File: src/rtl/stage3_fc_ctrl_pkg.sv
// Shared stage-3 FC1 definitions: layer geometry, datapath widths, sequencer states.
package stage3_fc_ctrl_pkg;

  localparam int IN_LEN    = 48;
  localparam int CO        = 3;
  localparam int IN_BW     = 8;
  localparam int W_BW      = 8;
  localparam int ACC_BW    = 24;
  localparam int AW        = 6;
  localparam int PROD_BW   = IN_BW + W_BW;
  localparam int DRAIN_CYC = 2;

  // Index of the final feature in a frame; also the last weight row.
  localparam logic [AW-1:0] LAST_IDX = AW'(IN_LEN - 1);

  typedef enum logic [2:0] {
    ST_IDLE  = 3'd0,
    ST_ACCUM = 3'd1,
    ST_DRAIN = 3'd2,
    ST_EMIT  = 3'd3,
    ST_WAIT  = 3'd4
  } state_t;

  // Sign-extend a full-width product into the accumulator width.
  function automatic logic [ACC_BW-1:0] sext_prod(input logic [PROD_BW-1:0] p);
    return {{(ACC_BW - PROD_BW){p[PROD_BW-1]}}, p};
  endfunction

endpackage

File: src/rtl/stage3_fc_ctrl_if.sv
// Bus bundle between the FC1 sequencer, the pooling buffer, the weight ROM and the core.
//
// Handshake rules:
//  - Feature stream: a feature transfers on a rising edge where i_feat_valid and
//    o_feat_ready are both 1. The producer holds data/last stable while valid is
//    high and not yet accepted; ready does not depend on valid.
//  - Weight ROM: o_w_addr is the ROM's address register. i_w_data must equal the
//    row at o_w_addr, so a row is usable the cycle after its feature's handshake.
//  - Core: o_acc_valid is a one-cycle pulse with o_acc stable from that cycle until
//    the next accepted start; i_core_valid is a one-cycle result strobe.
interface stage3_fc_ctrl_if;
  import stage3_fc_ctrl_pkg::*;

  logic                   i_feat_valid;
  logic                   o_feat_ready;
  logic [IN_BW-1:0]       i_feat_data;
  logic                   i_feat_last;
  logic [AW-1:0]          o_w_addr;
  logic [CO*W_BW-1:0]     i_w_data;
  logic                   o_acc_valid;
  logic [CO*ACC_BW-1:0]   o_acc;
  logic                   i_core_valid;

  // Sequencer side.
  modport slave (
    input  i_feat_valid, i_feat_data, i_feat_last, i_w_data, i_core_valid,
    output o_feat_ready, o_w_addr, o_acc_valid, o_acc
  );

  // Environment side: pooling buffer, weight ROM and core together.
  modport master (
    output i_feat_valid, i_feat_data, i_feat_last, i_w_data, i_core_valid,
    input  o_feat_ready, o_w_addr, o_acc_valid, o_acc
  );

endinterface

File: src/rtl/stage3_fc_mac.sv
// One FC1 output channel: registered signed product followed by a wrapping accumulator.
module stage3_fc_mac
  import stage3_fc_ctrl_pkg::*;
(
  input  logic              clk,
  input  logic              reset,
  input  logic              i_clr,
  input  logic              i_prod_en,
  input  logic              i_acc_en,
  input  logic [IN_BW-1:0]  i_feat,
  input  logic [W_BW-1:0]   i_w,
  output logic [ACC_BW-1:0] o_acc
);

  logic signed [PROD_BW-1:0] w_feat_x;
  logic signed [PROD_BW-1:0] w_w_x;
  logic        [PROD_BW-1:0] r_prod;
  logic        [ACC_BW-1:0]  r_acc;

  // Both operands are widened to the product width so the multiply is exact.
  assign w_feat_x = {{W_BW{i_feat[IN_BW-1]}}, i_feat};
  assign w_w_x    = {{IN_BW{i_w[W_BW-1]}}, i_w};

  // Product stage: captures feature * weight when a registered feature is present.
  always_ff @(posedge clk) begin
    if (reset || i_clr) begin
      r_prod <= '0;
    end else if (i_prod_en) begin
      r_prod <= w_feat_x * w_w_x;
    end
  end

  // Accumulate stage: two's-complement add that wraps on overflow.
  always_ff @(posedge clk) begin
    if (reset || i_clr) begin
      r_acc <= '0;
    end else if (i_acc_en) begin
      r_acc <= r_acc + sext_prod(r_prod);
    end
  end

  assign o_acc = r_acc;

endmodule

File: src/rtl/stage3_fc_ctrl.sv
// Stage-3 FC1 sequencer: accepts one frame of pooled features, runs CO parallel
// MACs against the matching weight rows, hands the sums to the core and waits
// for its result before re-arming.
module stage3_fc_ctrl
  import stage3_fc_ctrl_pkg::*;
(
  input  logic             clk,
  input  logic             reset,
  input  logic             i_start,
  stage3_fc_ctrl_if.slave  bus,
  output logic             o_busy,
  output logic             o_done,
  output logic             o_err,
  output state_t           o_dbg_state
);

  state_t               r_state;
  state_t               w_next_state;
  logic [AW-1:0]        r_cnt;
  logic [AW-1:0]        r_w_addr;
  logic [IN_BW-1:0]     r_feat;
  logic [1:0]           r_drain_cnt;
  logic                 r_v1;
  logic                 r_v2;
  logic                 r_err;

  logic                 w_hs;
  logic                 w_start_ok;
  logic                 w_last_cnt;
  logic                 w_feat_ready;
  logic                 w_acc_valid;
  logic                 w_done;
  logic                 w_busy;
  logic [CO*ACC_BW-1:0] w_acc;

  assign w_start_ok = (r_state == ST_IDLE) && i_start;
  assign w_hs       = (r_state == ST_ACCUM) && bus.i_feat_valid;
  assign w_last_cnt = (r_cnt == LAST_IDX);

  // State register.
  always_ff @(posedge clk) begin
    if (reset) begin
      r_state <= ST_IDLE;
    end else begin
      r_state <= w_next_state;
    end
  end

  // Next-state logic and state-decoded outputs.
  always_comb begin
    w_next_state = r_state;
    w_feat_ready = 1'b0;
    w_acc_valid  = 1'b0;
    w_done       = 1'b0;
    w_busy       = 1'b1;
    case (r_state)
      ST_IDLE: begin
        w_busy = 1'b0;
        if (i_start) w_next_state = ST_ACCUM;
      end
      ST_ACCUM: begin
        w_feat_ready = 1'b1;
        if (w_hs && w_last_cnt) w_next_state = ST_DRAIN;
      end
      ST_DRAIN: begin
        if (r_drain_cnt == 2'(DRAIN_CYC - 1)) w_next_state = ST_EMIT;
      end
      ST_EMIT: begin
        w_acc_valid  = 1'b1;
        w_next_state = ST_WAIT;
      end
      ST_WAIT: begin
        if (bus.i_core_valid) begin
          w_done       = 1'b1;
          w_next_state = ST_IDLE;
        end
      end
      default: begin
        w_busy       = 1'b0;
        w_next_state = ST_IDLE;
      end
    endcase
  end

  // Drain timer: counts the cycles the last feature needs to reach the accumulators.
  always_ff @(posedge clk) begin
    if (reset || (r_state != ST_DRAIN)) begin
      r_drain_cnt <= '0;
    end else begin
      r_drain_cnt <= r_drain_cnt + 2'd1;
    end
  end

  // Feature counter, ROM address and feature register, advanced per handshake.
  always_ff @(posedge clk) begin
    if (reset) begin
      r_cnt    <= '0;
      r_w_addr <= '0;
      r_feat   <= '0;
    end else if (w_start_ok) begin
      r_cnt <= '0;
    end else if (w_hs) begin
      r_w_addr <= r_cnt;
      r_feat   <= bus.i_feat_data;
      r_cnt    <= r_cnt + AW'(1);
    end
  end

  // Pipeline valid bits: feature registered (v1), product registered (v2).
  always_ff @(posedge clk) begin
    if (reset) begin
      r_v1 <= 1'b0;
      r_v2 <= 1'b0;
    end else begin
      r_v1 <= w_hs;
      r_v2 <= r_v1;
    end
  end

  // Sticky framing error: last flag must coincide exactly with the final count.
  always_ff @(posedge clk) begin
    if (reset || w_start_ok) begin
      r_err <= 1'b0;
    end else if (w_hs && (bus.i_feat_last != w_last_cnt)) begin
      r_err <= 1'b1;
    end
  end

  for (genvar c = 0; c < CO; c++) begin : g_mac
    stage3_fc_mac u_mac (
      .clk       (clk),
      .reset     (reset),
      .i_clr     (w_start_ok),
      .i_prod_en (r_v1),
      .i_acc_en  (r_v2),
      .i_feat    (r_feat),
      .i_w       (bus.i_w_data[c*W_BW +: W_BW]),
      .o_acc     (w_acc[c*ACC_BW +: ACC_BW])
    );
  end

  assign bus.o_feat_ready = w_feat_ready;
  assign bus.o_w_addr     = r_w_addr;
  assign bus.o_acc_valid  = w_acc_valid;
  assign bus.o_acc        = w_acc;
  assign o_busy           = w_busy;
  assign o_done           = w_done;
  assign o_err            = r_err;
  assign o_dbg_state      = r_state;

endmodule

File: src/flat_wrapper.sv
// flat-port wrapper written by rule: the top's interface ports become plain ports
module stage3_fc_ctrl_flat import stage3_fc_ctrl_pkg::*;
  (clk, reset, i_start, o_busy, o_done, o_err, o_dbg_state, bus_i_feat_valid, bus_i_feat_data, bus_i_feat_last, bus_i_w_data, bus_i_core_valid, bus_o_feat_ready, bus_o_w_addr, bus_o_acc_valid, bus_o_acc);
  stage3_fc_ctrl_if bus_i ();
  input  logic clk;
  input  logic reset;
  input  logic i_start;
  output logic o_busy;
  output logic o_done;
  output logic o_err;
  output state_t o_dbg_state;
  input wire logic [$bits(bus_i.i_feat_valid)-1:0] bus_i_feat_valid;
  input wire logic [$bits(bus_i.i_feat_data)-1:0] bus_i_feat_data;
  input wire logic [$bits(bus_i.i_feat_last)-1:0] bus_i_feat_last;
  input wire logic [$bits(bus_i.i_w_data)-1:0] bus_i_w_data;
  input wire logic [$bits(bus_i.i_core_valid)-1:0] bus_i_core_valid;
  output wire logic [$bits(bus_i.o_feat_ready)-1:0] bus_o_feat_ready;
  output wire logic [$bits(bus_i.o_w_addr)-1:0] bus_o_w_addr;
  output wire logic [$bits(bus_i.o_acc_valid)-1:0] bus_o_acc_valid;
  output wire logic [$bits(bus_i.o_acc)-1:0] bus_o_acc;
  assign bus_i.i_feat_valid = bus_i_feat_valid;
  assign bus_i.i_feat_data = bus_i_feat_data;
  assign bus_i.i_feat_last = bus_i_feat_last;
  assign bus_i.i_w_data = bus_i_w_data;
  assign bus_i.i_core_valid = bus_i_core_valid;
  assign bus_o_feat_ready = bus_i.o_feat_ready;
  assign bus_o_w_addr = bus_i.o_w_addr;
  assign bus_o_acc_valid = bus_i.o_acc_valid;
  assign bus_o_acc = bus_i.o_acc;
  stage3_fc_ctrl u_core (.clk(clk), .reset(reset), .i_start(i_start), .bus(bus_i), .o_busy(o_busy), .o_done(o_done), .o_err(o_err), .o_dbg_state(o_dbg_state));
endmodule
File: config.mk
export PLATFORM = sky130hd
export DESIGN_NAME = stage3_fc_ctrl_flat
export DESIGN_NICKNAME = d
export VERILOG_FILES = /design/src/rtl/stage3_fc_ctrl_pkg.sv /design/src/rtl/stage3_fc_ctrl_if.sv /design/src/rtl/stage3_fc_mac.sv /design/src/rtl/stage3_fc_ctrl.sv /design/src/flat_wrapper.sv
export SDC_FILE = /design/constraint.sdc
export NUM_CORES = 1
export LEC_CHECK = 0
export BUFFER_PORTS_ARGS = -buffer_cell sky130_fd_sc_hd__buf_2
export CAP_MARGIN = 15
export CORE_AREA = 10 10 175 177
export DETAILED_ROUTE_END_ITERATION = 10
export DIE_AREA = 0 0 185 187
export MAX_ROUTING_LAYER = met4
export PLACE_DENSITY_LB_ADDON = 0.3
export SLEW_MARGIN = 20
export SYNTH_ARGS = -nofsm -noshare
export SYNTH_HDL_FRONTEND = slang
export SYNTH_SLANG_ARGS = --single-unit
File: constraint.sdc
create_clock -name clk -period 6.7 [get_ports clk]
set_clock_uncertainty 0.05 [all_clocks]
set_input_delay 2.01 -clock clk [delete_from_list [all_inputs] [get_ports clk]]
set_output_delay 2.01 -clock clk [all_outputs]
set_load 0.02 [all_outputs]
* Word-level counts from Yosys, hierarchy flattened
Index checks and enable logic that the tools add are counted.
** Storage, ports and cells
- Bits in registers :: 148
- Bits in latches :: 0
- RAM bits :: 0
- Memory bits (read-only) :: 0
- Output and inout port bits :: 86
- Word-level logic and storage cells :: 56
- Memories kept :: 0
** Cells by class
- Add/subtract/negate cells :: 5
- Multiply operators :: 3
- Divide/modulo/power cells :: 0
- Order comparisons :: 0
- Equal/unequal tests :: 12
- Shift operators :: 0
- Mux-type cells :: 10
- Bitwise logic cells :: 1
- Reductions and logical operators :: 11
** Operators by type and width (count)
- $add 24x24->24 :: 3
- $mul 8x8->16 :: 3
- $pmux 3 s5 :: 1
- $mux 3 :: 4
- $add 6x1->6 const B :: 1
- $eq 3x2->1 const B :: 2
- $eq 6x6->1 const B :: 1
- $ne 2x2->1 const B :: 3
- $mux 1 :: 5
- $logic_and 1x1->1 :: 4
- $reduce_and 4->1 :: 1
- $reduce_or 4->1 :: 1
- $eq 3x1->1 const B :: 1
- $eq 3x3->1 const B :: 1
- $logic_not 3->1 :: 1
- $ne 3x2->1 const B :: 1
- $add 2x1->2 const B :: 1
- $eq 2x1->1 const B :: 1
- $logic_or 1x1->1 :: 2
- $ne 2x1->1 const B :: 1
- $reduce_and 2->1 :: 1
- $reduce_or 2->1 :: 1
- $ne 1x1->1 :: 1
- $not 1->1 :: 1

* Depth between registers and ports, before layout
- Depth after elaboration :: 5
- Mapped depth :: 20
- Mapped depth without buffers :: 19

* Hierarchy
Synthesis repeated with hierarchy kept, for this count alone.
** Unflattened totals
- Cell total of the unflattened synthesis :: 1888
- Area, all modules :: 16294.4 sq um
** Modules (own cells, without submodules)
- stage3_fc_mac at u_core.g_mac[1].u_mac :: instances 1, cells an instance 584, area each 5067.4 sq um
- stage3_fc_mac at u_core.g_mac[0].u_mac :: instances 1, cells an instance 591, area each 5044.8 sq um
- stage3_fc_mac at u_core.g_mac[2].u_mac :: instances 1, cells an instance 575, area each 5024.8 sq um
- stage3_fc_ctrl :: instances 1, cells an instance 138, area each 1157.4 sq um

* Least setup slack after synthesis
No wires, ideal clock.
- Kind :: input to register
- Start point :: input port bus_i_w_data[4]
- End point :: register u_core.g_mac[0].u_mac.r_prod[14]
- Library setup time :: 0.140 ns
- Data arrival time :: 5.828 ns
- Required time :: 6.510 ns
- Setup slack :: 0.681 ns
- Cell stages on the path :: 18
- Buffers on the path :: 0
- Cells stage by stage :: and2_1 -> fa_1 -> inv_1 -> fa_1 -> inv_1 -> fa_1 -> inv_1 -> fa_1 -> inv_1 -> ha_1 -> o21ai_0 -> a21boi_0 -> o21ai_0 -> a21boi_1 -> o21ai_0 -> a21oi_1 -> mux2i_1 -> o311ai_0
** Between the ends
- Word-level cells in the longest chain between the ends :: 1
** Ends and longest elaborated chain
- start: declaration :: RTL line flat_wrapper.sv:15 : input wire logic [$bits(bus_i.i_w_data)-1:0] bus_i_w_data;
- $mul 8x8->16 :: RTL line stage3_fc_mac.sv:29 : r_prod <= w_feat_x * w_w_x;
- end signal: assignment :: RTL line stage3_fc_mac.sv:29
- end: declaration :: RTL line stage3_fc_mac.sv:17 : logic [PROD_BW-1:0] r_prod;
Every way passes these cells.
A chain may end at the register's enable or synchronous reset.

* Final worst setup path
Same ends and word-level chain as after synthesis.

==> flow_metrics.env <==
export IMPL_layout_area_overhead_vs_synth_pct=9.21
export IMPL_synthCells=1852
export IMPL_worst_slew_margin_rel_pct=32.1
export IMPL_antenna_violating_nets_post_route=0
export IMPL_power_w=0.00253
export IMPL_yosys_register_bits=148
export IMPL_number_of_distinct_library_cells_after_synthesis=67
export IMPL_result_of_the_run="completed"
export IMPL_place_congestion=0.882
export IMPL_drc_errors_left=0
export IMPL_hold_viol=0
export IMPL_worst_path_largest_cell_delay_ns=0.55
export IMPL_timing_reg2reg_setup_slack_ns=1.45
export IMPL_critical_path_top_delay_family="adder cells"
export IMPL_global_route_usage_met3_pct=4.08
export IMPL_timing_max_cap_violations=0
export IMPL_fin_setup_tns_ns=0
export IMPL_worstReg2RegEnd="u_core.g_mac[2].u_mac.r_prod[14]"
export IMPL_syn_num_nets=2216
export IMPL_worst_ep_required_time_ns=6.92
export IMPL_numPortBuffers=123
export IMPL_use_met2_pct=34.1
export IMPL_die_h_microns=187
export IMPL_drt_pre_antenna_iters=5
export IMPL_number_of_warning_messages_in_the_yosys_log=0
export IMPL_postCtsSetupBuffers=0
export IMPL_start_kind="primary input"
export IMPL_syn_area_per_cell_sq_um=8.66
export IMPL_number_of_flops_mapped_to_enable_cells_by_yosys=0
export IMPL_p_leak_nw=8.39
export IMPL_cts_htree_levels=4
export IMPL_drive_gt1_share_pct=9.73
export IMPL_cts_root_buffer="clkbuf_16"
export IMPL_report_final_setup_viol=0
export IMPL_area_of_the_placeable_core_sq_um=27300
export IMPL_busiest_layer="met2"
export IMPL_worst_hold_path_type="register to register"
export IMPL_critPathSlowestCell="fa_1"
export IMPL_critical_register_to_register_path_startpoint="u_core.r_feat[3]"
export IMPL_vias_per_cell=5.52
export IMPL_route_final_wire_length_microns=37100
export IMPL_min_to="u_core.r_drain_cnt[0]"
export IMPL_floorplan_initialDensity_pct=58.7
export IMPL_worstSetupPathType="primary input to register"
export IMPL_fraction_of_synthesis_flops_using_an_asynchronous_set_or_reset_pin_pct=0
export IMPL_fmaxAchievable_ghz=0.165
export IMPL_drt_wirelength_per_cell_microns=16.1
export IMPL_dp_final_hpwl_microns=29200
export IMPL_met1_usage_pct=30.0
export IMPL_floorplan_die_area_sq_um=34600
export IMPL_p_per_area_nw_per_um2=145
export IMPL_clock_sinks=148
export IMPL_synth_seq_area_share_pct=18.5
export IMPL_final_max_slew_violation_count=0
export IMPL_iter_0_drt_violations=692
export IMPL_cts_hold_buffers_added=0
export IMPL_fin_area_sq_um=17500
export IMPL_maximum_number_of_pins_on_one_net_before_global_route_repair=80
export IMPL_min_period_ns=6.06
export IMPL_worstPathBufferInverterCount=5
export IMPL_end_kind="register"
export IMPL_min_delay_path_depth=1
export IMPL_ios=124
export IMPL_final_period_utilization_pct=90.5
export IMPL_rsz_0062_raised_after_global_routing="false"
export IMPL_number_of_antenna_violations_at_the_first_check_in_global_routing=3
export IMPL_timing_critical_path_fanout_max=8
export IMPL_worst_skew_pair_latency_ns=0.44
export IMPL_grt_ovfl_total=0
export IMPL_rr_worst_depth=18
export IMPL_vdd_ir_drop_max_uv=137
export IMPL_synth_ff_type="dfxtp_1"
export IMPL_hp_start="u_core.r_drain_cnt[0]"
export IMPL_cts_repair_resize_count=0
export IMPL_cp_arrival_ns=6.28
export IMPL_placedInstanceArea_sq_um=16900
export IMPL_vias=12703
export IMPL_std_cell_rows=61
export IMPL_global_route_usage_total_pct=22.3
export IMPL_tritoncts_num_buffers=17
export IMPL_clock_buffer_depth=2
export IMPL_fin_hold_ws_ns=0.387
export IMPL_clk_pin_slew_worst_paths_ns=0.06
export IMPL_cp_cell_sequence="buf_2, and2_1, fa_1, inv_1, fa_1, inv_1, fa_1, inv_1, fa_1, inv_1, ha_1, o21ai_0, a21boi_0, o21ai_0, a21boi_1, o21ai_0, a21oi_1, mux2i_1, o311ai_0"
export IMPL_width_of_the_die_microns=185
export IMPL_final_nets=2305
export IMPL_worst_slew_pin_transition_ns=1.02
export IMPL_tritoncts="done"
export IMPL_grt_pass1_wl_microns=62200
export IMPL_first_global_vias=12639
export IMPL_netlist_area_sq_um=16000
[area by class of cell]
| class | instances | area [sq um] |
|---|---|---|
| inverters | 275 | 1030 |
| diodes | 3 | 7.51 |
| well taps | 346 | 433 |
| clock inverters | 11 | 100 |
| repair buffers | 131 | 676 |
| clock buffers | 20 | 468 |
| fillers | 2333 | 9810 |
| flip-flops and latches | 148 | 2970 |
| multi-input cells | 1368 | 11800 |
[cell usage after synthesis (5+ instances only)]
library cell / instances / area, sq um
a211oi_1: 12 / 90.1
nand4_1: 8 / 50.1
a21oi_1: 101 / 505
a21o_1: 38 / 285
inv_1: 275 / 1030
o21a_1: 6 / 45.0
o211ai_1: 10 / 75.1
ha_1: 158 / 1980
nor2b_1: 36 / 225
or2_2: 8 / 50.1
a31oi_1: 8 / 50.1
o22ai_1: 6 / 37.5
nand2_1: 123 / 462
or3_1: 7 / 43.8
and2_1: 132 / 826
a21boi_0: 9 / 67.6
fa_1: 168 / 3360
and3_1: 13 / 81.3
a41oi_1: 5 / 43.8
dfxtp_1: 148 / 2960
nor2_1: 147 / 552
buf_1: 11 / 41.3
nor3_1: 27 / 135
o21ai_0: 36 / 180
o21bai_1: 6 / 45.0
nand3_1: 22 / 110
xnor2_1: 72 / 631
clkbuf_1: 49 / 184
nand2b_1: 17 / 106
mux2i_1: 75 / 751
xor2_1: 26 / 228
nand3b_1: 16 / 120
nor3b_1: 8 / 60.1
o21ai_1: 9 / 45.0
[cells by family (layout without fill, tap and decap cells)]
group | count (synthesis) | after routing | synth area share (%)
buffers and inverters | 336 | 437 | 7.87
DFF | 148 | 148 | 18.5
other | 0 | 3 | 0
muxes | 80 | 80 | 5.03
and+or+nand+nor | 582 | 582 | 18.5
adders and majority gates | 326 | 326 | 33.3
xor gates and xnor gates | 98 | 98 | 5.35
AOI/OAI and AO/OA | 282 | 282 | 11.5
[power breakdown]
part	internal (W)	switching, W
clock	0.000541	0.000398
sequential	0.000889	0.0000214
combinational	0.000290	0.000394
[placed cells by master (no fill, tap or decap), drive strengths merged, types with 13 or more instances in the layout]
master,count
ha,158
buf,131
and3,13
nor3,27
nor2,147
clkbuf,20
dfxtp,148
nand3,22
and2,132
nand2,123
nor2b,36
mux2i,75
a21o,38
xnor2,72
a21oi,103
nand2b,17
nand3b,16
inv,277
fa,168
o21ai,45
xor2,26
[state kept, by name (all words and copies together) (netlist names)]
signal and count:
u_core.bus.o_w_addr 6, u_core.g_mac.u_mac.o_acc 72, u_core.r_v2 1, u_core.g_mac.u_mac.r_prod 48
u_core.o_err 1, u_core.r_drain_cnt 2, u_core.r_cnt 6, u_core.r_feat 8
u_core.o_dbg_state 3, u_core.r_v1 1
[worst max path at each step]
stage               startpoint                          endpoint  slack, ns  depth (start not counted)
2_1_floorplan  bus_i_w_data[4]  u_core.g_mac[0].u_mac.r_prod[14]       0.68                         18
3_3_place_gp   bus_i_w_data[4]  u_core.g_mac[0].u_mac.r_prod[14]       0.31                         19
3_5_place_dp   bus_i_w_data[4]  u_core.g_mac[0].u_mac.r_prod[14]       0.21                         19
4_1_cts        bus_i_w_data[4]  u_core.g_mac[0].u_mac.r_prod[14]       0.65                         19
5_1_grt        bus_i_w_data[4]  u_core.g_mac[0].u_mac.r_prod[14]       0.34                         19
6_report       bus_i_w_data[4]  u_core.g_mac[0].u_mac.r_prod[14]       0.64                         19
[layer usage]
metal,share of wire [%],up-vias
met5,0,-
met3,5.7,33
met4,1.2,0
li1,-,6220
met1,48,6157
met2,45,293
[stage by stage]
step           setup WS [ns]  utilization, %  cells
6_report               0.638            64.1   2302
5_1_grt                0.344            64.1   2302
4_1_cts                0.646            64.1   2299
3_5_place_dp           0.214            62.0   2268
3_3_place_gp           0.313            62.0   2268
2_1_floorplan          0.681               -   1852
No activity file was read; power rests on OpenSTA's default activity.
